$ cat src/rtl/axis_header_arbiter_if.sv
// Signal bundle between the header arbiter, its two requesters, the insert block
// and the insert block's output-stream monitor taps.
interface axis_header_arbiter_if #(
    parameter int DATA_WD      = 32,
    parameter int DATA_BYTE_WD = DATA_WD / 8,
    parameter int BYTE_CNT_WD  = $clog2(DATA_BYTE_WD)
);
    logic                    req0_valid;
    logic                    req1_valid;
    logic [DATA_WD-1:0]      req0_data;
    logic [DATA_WD-1:0]      req1_data;
    logic [DATA_BYTE_WD-1:0] req0_keep;
    logic [DATA_BYTE_WD-1:0] req1_keep;
    logic [BYTE_CNT_WD-1:0]  req0_byte_cnt;
    logic [BYTE_CNT_WD-1:0]  req1_byte_cnt;
    logic                    req0_ready;
    logic                    req1_ready;

    logic                    valid_insert;
    logic [DATA_WD-1:0]      data_insert;
    logic [DATA_BYTE_WD-1:0] keep_insert;
    logic [BYTE_CNT_WD-1:0]  byte_insert_cnt;
    logic                    ready_insert;

    logic                    mon_valid_out;
    logic                    mon_ready_out;
    logic                    mon_last_out;

    logic [1:0]              grant;
    logic                    busy;
    logic [15:0]             hdr_cnt;
    logic                    keep_err;

    modport master (
        input  req0_valid, req1_valid, req0_data, req1_data,
        input  req0_keep, req1_keep, req0_byte_cnt, req1_byte_cnt,
        output req0_ready, req1_ready,
        output valid_insert, data_insert, keep_insert, byte_insert_cnt,
        input  ready_insert,
        input  mon_valid_out, mon_ready_out, mon_last_out,
        output grant, busy, hdr_cnt, keep_err
    );

    modport slave (
        output req0_valid, req1_valid, req0_data, req1_data,
        output req0_keep, req1_keep, req0_byte_cnt, req1_byte_cnt,
        input  req0_ready, req1_ready,
        input  valid_insert, data_insert, keep_insert, byte_insert_cnt,
        output ready_insert,
        output mon_valid_out, mon_ready_out, mon_last_out,
        input  grant, busy, hdr_cnt, keep_err
    );
endinterface

$ cat src/rtl/axis_header_arbiter.sv
// Round-robin arbiter granting one of two requesters' header per output packet;
// the grant is held until the insert block's output stream shows its last beat.
module axis_header_arbiter #(
    parameter int DATA_WD      = 32,
    parameter int DATA_BYTE_WD = DATA_WD / 8,
    parameter int BYTE_CNT_WD  = $clog2(DATA_BYTE_WD)
) (
    input  logic                   clk,
    input  logic                   rst,
    axis_header_arbiter_if.master  bus
);
    typedef enum logic [1:0] {IDLE, OFFER, WAIT_EOP} state_t;

    state_t                  state_q, state_d;
    logic                    valid_q, valid_d;
    logic [DATA_WD-1:0]      data_q, data_d;
    logic [DATA_BYTE_WD-1:0] keep_q, keep_d;
    logic [BYTE_CNT_WD-1:0]  cnt_q, cnt_d;
    logic [1:0]              grant_q, grant_d;
    logic                    last_q, last_d;
    logic [15:0]             hdr_cnt_q, hdr_cnt_d;
    logic                    keep_err_q, keep_err_d;

    logic                    pick0, pick1, eop;
    logic [DATA_WD-1:0]      sel_data;
    logic [DATA_BYTE_WD-1:0] sel_keep, exp_keep;
    logic [BYTE_CNT_WD-1:0]  sel_cnt;

    // last_q = 1 means req1 owned the previous packet, so req0 wins a tie
    always_comb begin
        pick0    = bus.req0_valid & (~bus.req1_valid | last_q);
        pick1    = bus.req1_valid & (~bus.req0_valid | ~last_q);
        sel_data = pick1 ? bus.req1_data     : bus.req0_data;
        sel_keep = pick1 ? bus.req1_keep     : bus.req0_keep;
        sel_cnt  = pick1 ? bus.req1_byte_cnt : bus.req0_byte_cnt;
        exp_keep = '0;
        for (int i = 0; i < DATA_BYTE_WD; i++) begin
            exp_keep[i] = (i <= int'(sel_cnt));
        end
        eop = bus.mon_valid_out & bus.mon_ready_out & bus.mon_last_out;
    end

    always_comb begin
        state_d    = state_q;
        valid_d    = valid_q;
        data_d     = data_q;
        keep_d     = keep_q;
        cnt_d      = cnt_q;
        grant_d    = grant_q;
        last_d     = last_q;
        hdr_cnt_d  = hdr_cnt_q;
        keep_err_d = keep_err_q;
        case (state_q)
            IDLE: begin
                if (pick0 | pick1) begin
                    state_d = OFFER;
                    valid_d = 1'b1;
                    data_d  = sel_data;
                    keep_d  = sel_keep;
                    cnt_d   = sel_cnt;
                    grant_d = {pick1, pick0};
                    if (sel_keep != exp_keep) begin
                        keep_err_d = 1'b1;
                    end
                end
            end
            OFFER: begin
                // Registers are cleared so the insert outputs read zero while idle
                if (bus.ready_insert) begin
                    state_d   = WAIT_EOP;
                    valid_d   = 1'b0;
                    data_d    = '0;
                    keep_d    = '0;
                    cnt_d     = '0;
                    hdr_cnt_d = hdr_cnt_q + 16'd1;
                end
            end
            WAIT_EOP: begin
                if (eop) begin
                    state_d = IDLE;
                    grant_d = 2'b00;
                    last_d  = grant_q[1];
                end
            end
            default: state_d = IDLE;
        endcase
    end

    always_ff @(posedge clk or posedge rst) begin
        if (rst) begin
            state_q    <= IDLE;
            valid_q    <= 1'b0;
            data_q     <= '0;
            keep_q     <= '0;
            cnt_q      <= '0;
            grant_q    <= 2'b00;
            last_q     <= 1'b1;
            hdr_cnt_q  <= 16'd0;
            keep_err_q <= 1'b0;
        end else begin
            state_q    <= state_d;
            valid_q    <= valid_d;
            data_q     <= data_d;
            keep_q     <= keep_d;
            cnt_q      <= cnt_d;
            grant_q    <= grant_d;
            last_q     <= last_d;
            hdr_cnt_q  <= hdr_cnt_d;
            keep_err_q <= keep_err_d;
        end
    end

    assign bus.req0_ready      = (state_q == IDLE) & pick0;
    assign bus.req1_ready      = (state_q == IDLE) & pick1;
    assign bus.valid_insert    = valid_q;
    assign bus.data_insert     = data_q;
    assign bus.keep_insert     = keep_q;
    assign bus.byte_insert_cnt = cnt_q;
    assign bus.grant           = grant_q;
    assign bus.busy            = (state_q != IDLE);
    assign bus.hdr_cnt         = hdr_cnt_q;
    assign bus.keep_err        = keep_err_q;
endmodule

$ cat src/flat_wrapper.sv
// flat-port wrapper written by rule: the top's interface ports become plain ports
module axis_header_arbiter_flat 
#(
    parameter int DATA_WD      = 32,
    parameter int DATA_BYTE_WD = DATA_WD / 8,
    parameter int BYTE_CNT_WD  = $clog2(DATA_BYTE_WD)
)
  (clk, rst, bus_req0_valid, bus_req1_valid, bus_req0_data, bus_req1_data, bus_req0_keep, bus_req1_keep, bus_req0_byte_cnt, bus_req1_byte_cnt, bus_req0_ready, bus_req1_ready, bus_valid_insert, bus_data_insert, bus_keep_insert, bus_byte_insert_cnt, bus_ready_insert, bus_mon_valid_out, bus_mon_ready_out, bus_mon_last_out, bus_grant, bus_busy, bus_hdr_cnt, bus_keep_err);
  axis_header_arbiter_if #(.DATA_WD(DATA_WD), .DATA_BYTE_WD(DATA_BYTE_WD), .BYTE_CNT_WD(BYTE_CNT_WD)) bus_i ();
  input  logic clk;
  input  logic rst;
  input wire logic [$bits(bus_i.req0_valid)-1:0] bus_req0_valid;
  input wire logic [$bits(bus_i.req1_valid)-1:0] bus_req1_valid;
  input wire logic [$bits(bus_i.req0_data)-1:0] bus_req0_data;
  input wire logic [$bits(bus_i.req1_data)-1:0] bus_req1_data;
  input wire logic [$bits(bus_i.req0_keep)-1:0] bus_req0_keep;
  input wire logic [$bits(bus_i.req1_keep)-1:0] bus_req1_keep;
  input wire logic [$bits(bus_i.req0_byte_cnt)-1:0] bus_req0_byte_cnt;
  input wire logic [$bits(bus_i.req1_byte_cnt)-1:0] bus_req1_byte_cnt;
  output wire logic [$bits(bus_i.req0_ready)-1:0] bus_req0_ready;
  output wire logic [$bits(bus_i.req1_ready)-1:0] bus_req1_ready;
  output wire logic [$bits(bus_i.valid_insert)-1:0] bus_valid_insert;
  output wire logic [$bits(bus_i.data_insert)-1:0] bus_data_insert;
  output wire logic [$bits(bus_i.keep_insert)-1:0] bus_keep_insert;
  output wire logic [$bits(bus_i.byte_insert_cnt)-1:0] bus_byte_insert_cnt;
  input wire logic [$bits(bus_i.ready_insert)-1:0] bus_ready_insert;
  input wire logic [$bits(bus_i.mon_valid_out)-1:0] bus_mon_valid_out;
  input wire logic [$bits(bus_i.mon_ready_out)-1:0] bus_mon_ready_out;
  input wire logic [$bits(bus_i.mon_last_out)-1:0] bus_mon_last_out;
  output wire logic [$bits(bus_i.grant)-1:0] bus_grant;
  output wire logic [$bits(bus_i.busy)-1:0] bus_busy;
  output wire logic [$bits(bus_i.hdr_cnt)-1:0] bus_hdr_cnt;
  output wire logic [$bits(bus_i.keep_err)-1:0] bus_keep_err;
  assign bus_i.req0_valid = bus_req0_valid;
  assign bus_i.req1_valid = bus_req1_valid;
  assign bus_i.req0_data = bus_req0_data;
  assign bus_i.req1_data = bus_req1_data;
  assign bus_i.req0_keep = bus_req0_keep;
  assign bus_i.req1_keep = bus_req1_keep;
  assign bus_i.req0_byte_cnt = bus_req0_byte_cnt;
  assign bus_i.req1_byte_cnt = bus_req1_byte_cnt;
  assign bus_req0_ready = bus_i.req0_ready;
  assign bus_req1_ready = bus_i.req1_ready;
  assign bus_valid_insert = bus_i.valid_insert;
  assign bus_data_insert = bus_i.data_insert;
  assign bus_keep_insert = bus_i.keep_insert;
  assign bus_byte_insert_cnt = bus_i.byte_insert_cnt;
  assign bus_i.ready_insert = bus_ready_insert;
  assign bus_i.mon_valid_out = bus_mon_valid_out;
  assign bus_i.mon_ready_out = bus_mon_ready_out;
  assign bus_i.mon_last_out = bus_mon_last_out;
  assign bus_grant = bus_i.grant;
  assign bus_busy = bus_i.busy;
  assign bus_hdr_cnt = bus_i.hdr_cnt;
  assign bus_keep_err = bus_i.keep_err;
  axis_header_arbiter #(.DATA_WD(DATA_WD), .DATA_BYTE_WD(DATA_BYTE_WD), .BYTE_CNT_WD(BYTE_CNT_WD)) u_core (.clk(clk), .rst(rst), .bus(bus_i));
endmodule
$ cat config.mk
export PLATFORM = sky130hd
export DESIGN_NAME = axis_header_arbiter_flat
export DESIGN_NICKNAME = d
export VERILOG_FILES = /design/src/rtl/axis_header_arbiter_if.sv /design/src/rtl/axis_header_arbiter.sv /design/src/flat_wrapper.sv
export SDC_FILE = /design/constraint.sdc
export NUM_CORES = 1
export LEC_CHECK = 0
export BUFFER_PORTS_ARGS = -buffer_cell sky130_fd_sc_hd__buf_2
export CAP_MARGIN = 10
export CORE_MARGIN = 3
export CORE_UTILIZATION = 46
export CTS_CLUSTER_SIZE = 12
export DETAILED_ROUTE_END_ITERATION = 6
export MAX_ROUTING_LAYER = met4
export PLACE_DENSITY = 0.9
export SYNTH_ARGS = -nofsm -noshare
export SYNTH_HDL_FRONTEND = slang
export SYNTH_SLANG_ARGS = --single-unit
$ cat constraint.sdc
create_clock -name clk -period 2.27 [get_ports clk]
set_clock_uncertainty 0.1 [all_clocks]
set_input_delay 0.227 -clock clk [delete_from_list [all_inputs] [get_ports clk]]
set_output_delay 0.227 -clock clk [all_outputs]
set_load 0.005 [all_outputs]
==> metrics.log <==
[metrics] clock power share: between 20% and 30%
[metrics] post-placement cell count: around 450
[metrics] Yosys warnings: 0
[metrics] placement row count: 28
[metrics] post-detailed-placement cell area: approximately 3700 µm²
[metrics] routed via count divided by cell count: ~5.4
[metrics] RSZ-0062 raised after global routing: false
[metrics] clock slew at reported path FFs: around 0.07 ns
[metrics] Reg2Reg Capture Point: u_core.bus.data_insert[9]
[metrics] fill cell instance count of the final layout: around 480
[metrics] DRC: 0
[metrics] NetSw: 1.415 mW
[metrics] leakage power of the design: between 2 and 2.5 nW
[metrics] Max-Slew Margin vs Limit: roughly 34%
[metrics] number of buffers created by CTS: 9
[metrics] clock root buffer: sky130_fd_sc_hd__clkbuf_8
[metrics] sequential area share after synthesis: 53.32%
[metrics] maximum root-to-sink buffer count: 2
[metrics] Boundary Pins: approximately 150
[metrics] All-Layer GR Usage: 20.77%
[metrics] residual overflow from global routing: 0
[metrics] end point of the critical path: bus_req0_ready
[metrics] Synthesized Nets: 321
[metrics] Num Clock Sinks: between 60 and 70
[metrics] Sum Neg Setup Slack: 0 ns
[metrics] pin count of the biggest net entering global routing: 42
[metrics] most area-hungry cell type in the Yosys netlist: sky130_fd_sc_hd__dfrtp_1
[metrics] worst-case vdd ir drop: between 0.6 and 0.7 mV
[metrics] crit share post-route: 83.08%
[metrics] detailed-route wire length: around 7000 µm
[metrics] number of nets at the end of the flow: approximately 470
[metrics] crit path kind: reg2out
[metrics] final antenna-violating net count: 0
[metrics] final weighted congestion in routability-driven placement: 0.8331
[metrics] core area: around 6000 µm²
[metrics] ordered list of cells on the worst path: nor2_1 > nand2_1 > a21oi_1 > buf_2
[metrics] run status: completed
[metrics] via count: around 2.5k
[metrics] delay contributed by the slowest stage of the critical path: 0.45 ns
[metrics] vias in the first global route: approximately 2.5k
[metrics] detailed-route wire length per cell: ~15 µm
[metrics] logic depth of the worst register-to-register path: 3
[metrics] register-to-register setup slack: about 0.5 ns
[metrics] violation count after the first detailed-route iteration: around 80
[metrics] die footprint: roughly 7200 µm²
[metrics] post-route worst setup slack: a little under 0.4 ns
[metrics] final cell count without fillers: around 460
[metrics] max capacitance violation total: 0
[metrics] Hold Violations, Final: 0
[metrics] number of failing setup endpoints in the final timing report: 0
[metrics] proportion of power drawn by flip-flops and latches: between 40% and 50%
[metrics] number of antenna cells inserted: 0
[metrics] power density relative to cell area: roughly 1100 nW/µm²
[metrics] Area growth syn-to-layout: 35.59%
[metrics] number of slew-limit violations in the final report: 0
[metrics] synth top area cells: sky130_fd_sc_hd__dfrtp_1 52%, sky130_fd_sc_hd__mux2i_1 13%, sky130_fd_sc_hd__o2bb2ai_1 12%, sky130_fd_sc_hd__xnor2_1 4.0%, sky130_fd_sc_hd__nand2_1 2.2%
[metrics] synthesized netlist cell count: roughly 240
[metrics] Placement Setup Slack: about 0.49 ns
[metrics] count of cell types in the netlist: 31
[metrics] wire length of the first global-routing pass: roughly 12,000 µm
[metrics] cell internal power dissipation: roughly 2.7 mW
[metrics] # H-tree levels: 3
[metrics] Critical Path Slowest Stage Cell: sky130_fd_sc_hd__dfrtp_1
[metrics] worst slew pin tran: 0.9879 ns
[metrics] port buffer count: about 140
[metrics] Final HPWL DP: about 5200 µm
[metrics] type of destination of the critical path: output port
[metrics] fraction of final layout cells with drive strength greater than 1: approximately 44%
[metrics] worst hold-check path type: in2reg
[metrics] clock latency of the later-clocked register in the worst-skew pair: between 0.3 and 0.4 ns
[metrics] type of origin of the critical path: flop
[metrics] maximum fanout count along the critical path: 5
[metrics] # resized after CTS: 0
[metrics] source of the critical timing path: u_core.state_q[0]
[metrics] CTS tree: yes
[metrics] Crit path required time: around 1.9 ns
[metrics] Post-Layout Inst Area: approximately 3900 µm²
[metrics] antenna violations before repair: 0
[metrics] per-instance average area after synthesis: approximately 12 µm²
[metrics] Post-Synthesis Cell Area: approximately 2900 µm²
[metrics] Synth Register Bits: a little over 60
[metrics] switching power share of the total: about a third
[metrics] portion of synthesized cell area occupied by the leading cell type: a little over half
[metrics] Die Height: 84.92 µm
[metrics] first drt pass iteration count: 4
[metrics] arrival time at the worst endpoint: around 1.6 ns
[metrics] Initial Utilization: about 48%
[metrics] final critical delay including setup and external delays: about 1.9 ns
[metrics] Comb power frac: a little over a third
[metrics] Setup Buffers After CTS: 0
[metrics] top achievable clock speed: roughly 530 MHz
[metrics] total of hold buffers inserted after clock tree synthesis: 1
[metrics] startpoint of the worst register-to-register path: u_core.state_q[0]
[metrics] die span in x: about 85 µm
## Yosys cell counts (all sizes together)
library cell,count
a21boi,1
a21oi,2
a221oi,1
a31o,1
a31oi,1
and2,2
and3,5
and4,1
buf,9
clkbuf,3
dfrtp,60
dfstp,1
ha,1
inv,5
mux2,1
mux2i,38
nand2,17
nand3,8
nand3b,1
nand4,6
nor2,6
nor3,7
nor3b,1
o211ai,2
o21ai,3
o2bb2ai,38
xnor2,13
xor2,2
## cell type report
type                       count  area, µm²  area share [%]
multi-input combinational    158       1275           32.82
timing repair buffer         147      770.7           19.84
clock buffer                  11      151.4           3.897
clock inverter                 4      47.55           1.224
sequential                    61       1528           39.32
tap                           75      93.84           2.415
inverter                       5      18.77          0.4831
## metrics by stage
step / hold slack [ns] / power, mW / utilization, %
finish: 0.08268 / 4.125 / 64.85
global route: 0.06618 / 4.411 / 64.85
CTS: 0.06590 / 4.179 / 64.85
detailed placement: 0.2718 / 3.207 / 61.36
global placement: 0.2662 / 3.127 / 61.36
floorplan: 0.2808 / 2.559 / -
## cells in the final DEF, fill, tap and decap left out, types with 4 or more instances in the layout
master / n
sky130_fd_sc_hd__inv_1: 4
sky130_fd_sc_hd__xnor2_1: 13
sky130_fd_sc_hd__nand3_1: 8
sky130_fd_sc_hd__nor2_1: 6
sky130_fd_sc_hd__nand4_1: 6
sky130_fd_sc_hd__and3_1: 5
sky130_fd_sc_hd__dfrtp_1: 60
sky130_fd_sc_hd__mux2i_1: 38
sky130_fd_sc_hd__clkbuf_8: 11
sky130_fd_sc_hd__nand2_1: 17
sky130_fd_sc_hd__buf_2: 144
sky130_fd_sc_hd__nor3_1: 5
sky130_fd_sc_hd__o2bb2ai_1: 38
## flip-flops by register name, summed over array words and instances (netlist names)
name / flops
u_core.state_q: 2
u_core.bus.keep_insert: 4
u_core.bus.byte_insert_cnt: 2
u_core.bus.valid_insert: 1
u_core.bus.data_insert: 32
u_core.last_q: 1
u_core.bus.grant: 2
u_core.bus.hdr_cnt: 16
u_core.bus.keep_err: 1
## worst max-delay path: cells and delay by family (launching register included)
kind | cells | cell delay (ns)
DFF | 1 | 0.45
and+or+nand+nor | 2 | 0.44
AOI/OAI and AO/OA | 1 | 0.20
buffers and inverters | 1 | 0.15
## power by group through the flow
| stage | Sequential [mW] | Combinational (mW) | Clock (mW) |
|---|---|---|---|
| 3_5_place_dp | 1.72 | 1.49 | 0 |
| 2_1_floorplan | 1.73 | 0.827 | 0 |
| 6_report | 1.71 | 1.45 | 0.956 |
| 5_1_grt | 1.76 | 1.61 | 1.04 |
| 4_1_cts | 1.71 | 1.49 | 0.977 |
| 3_3_place_gp | 1.72 | 1.41 | 0 |
## kinds of logic after synthesis
| kind of cell | synth area share (%) |
|---|---|
| buf+inv | 3.231 |
| xor+xnor | 4.585 |
| compound gates | 14.24 |
| mux | 13.67 |
| flops | 53.32 |
| simple gates | 10.52 |
| fa+ha+maj | 0.4366 |
## how the worst min path moves through the flow
stage	startpoint	end	slack [ns]	depth (start not counted)
floorplan	bus_req0_valid	u_core.bus.grant[0]	0.28	2
global placement	rst	u_core.bus.data_insert[12]	0.27	2
detailed placement	rst	u_core.bus.data_insert[14]	0.27	2
CTS	bus_req0_data[19]	u_core.bus.data_insert[19]	0.07	3
global route	bus_req0_data[20]	u_core.bus.data_insert[20]	0.07	3
finish	bus_req0_data[19]	u_core.bus.data_insert[19]	0.08	3
## per-layer routing
metal / routed length [µm] / vias to the layer above / GRT usage (%)
li1: - / 1170 / -
met1: 2927 / 1200 / 24.46
met2: 3493 / 95 / 34.80
met3: 491 / 4 / 5.728
met4: 41 / 0 / 6.331
met5: 0 / - / -
Power figures use the tool's default switching activity.
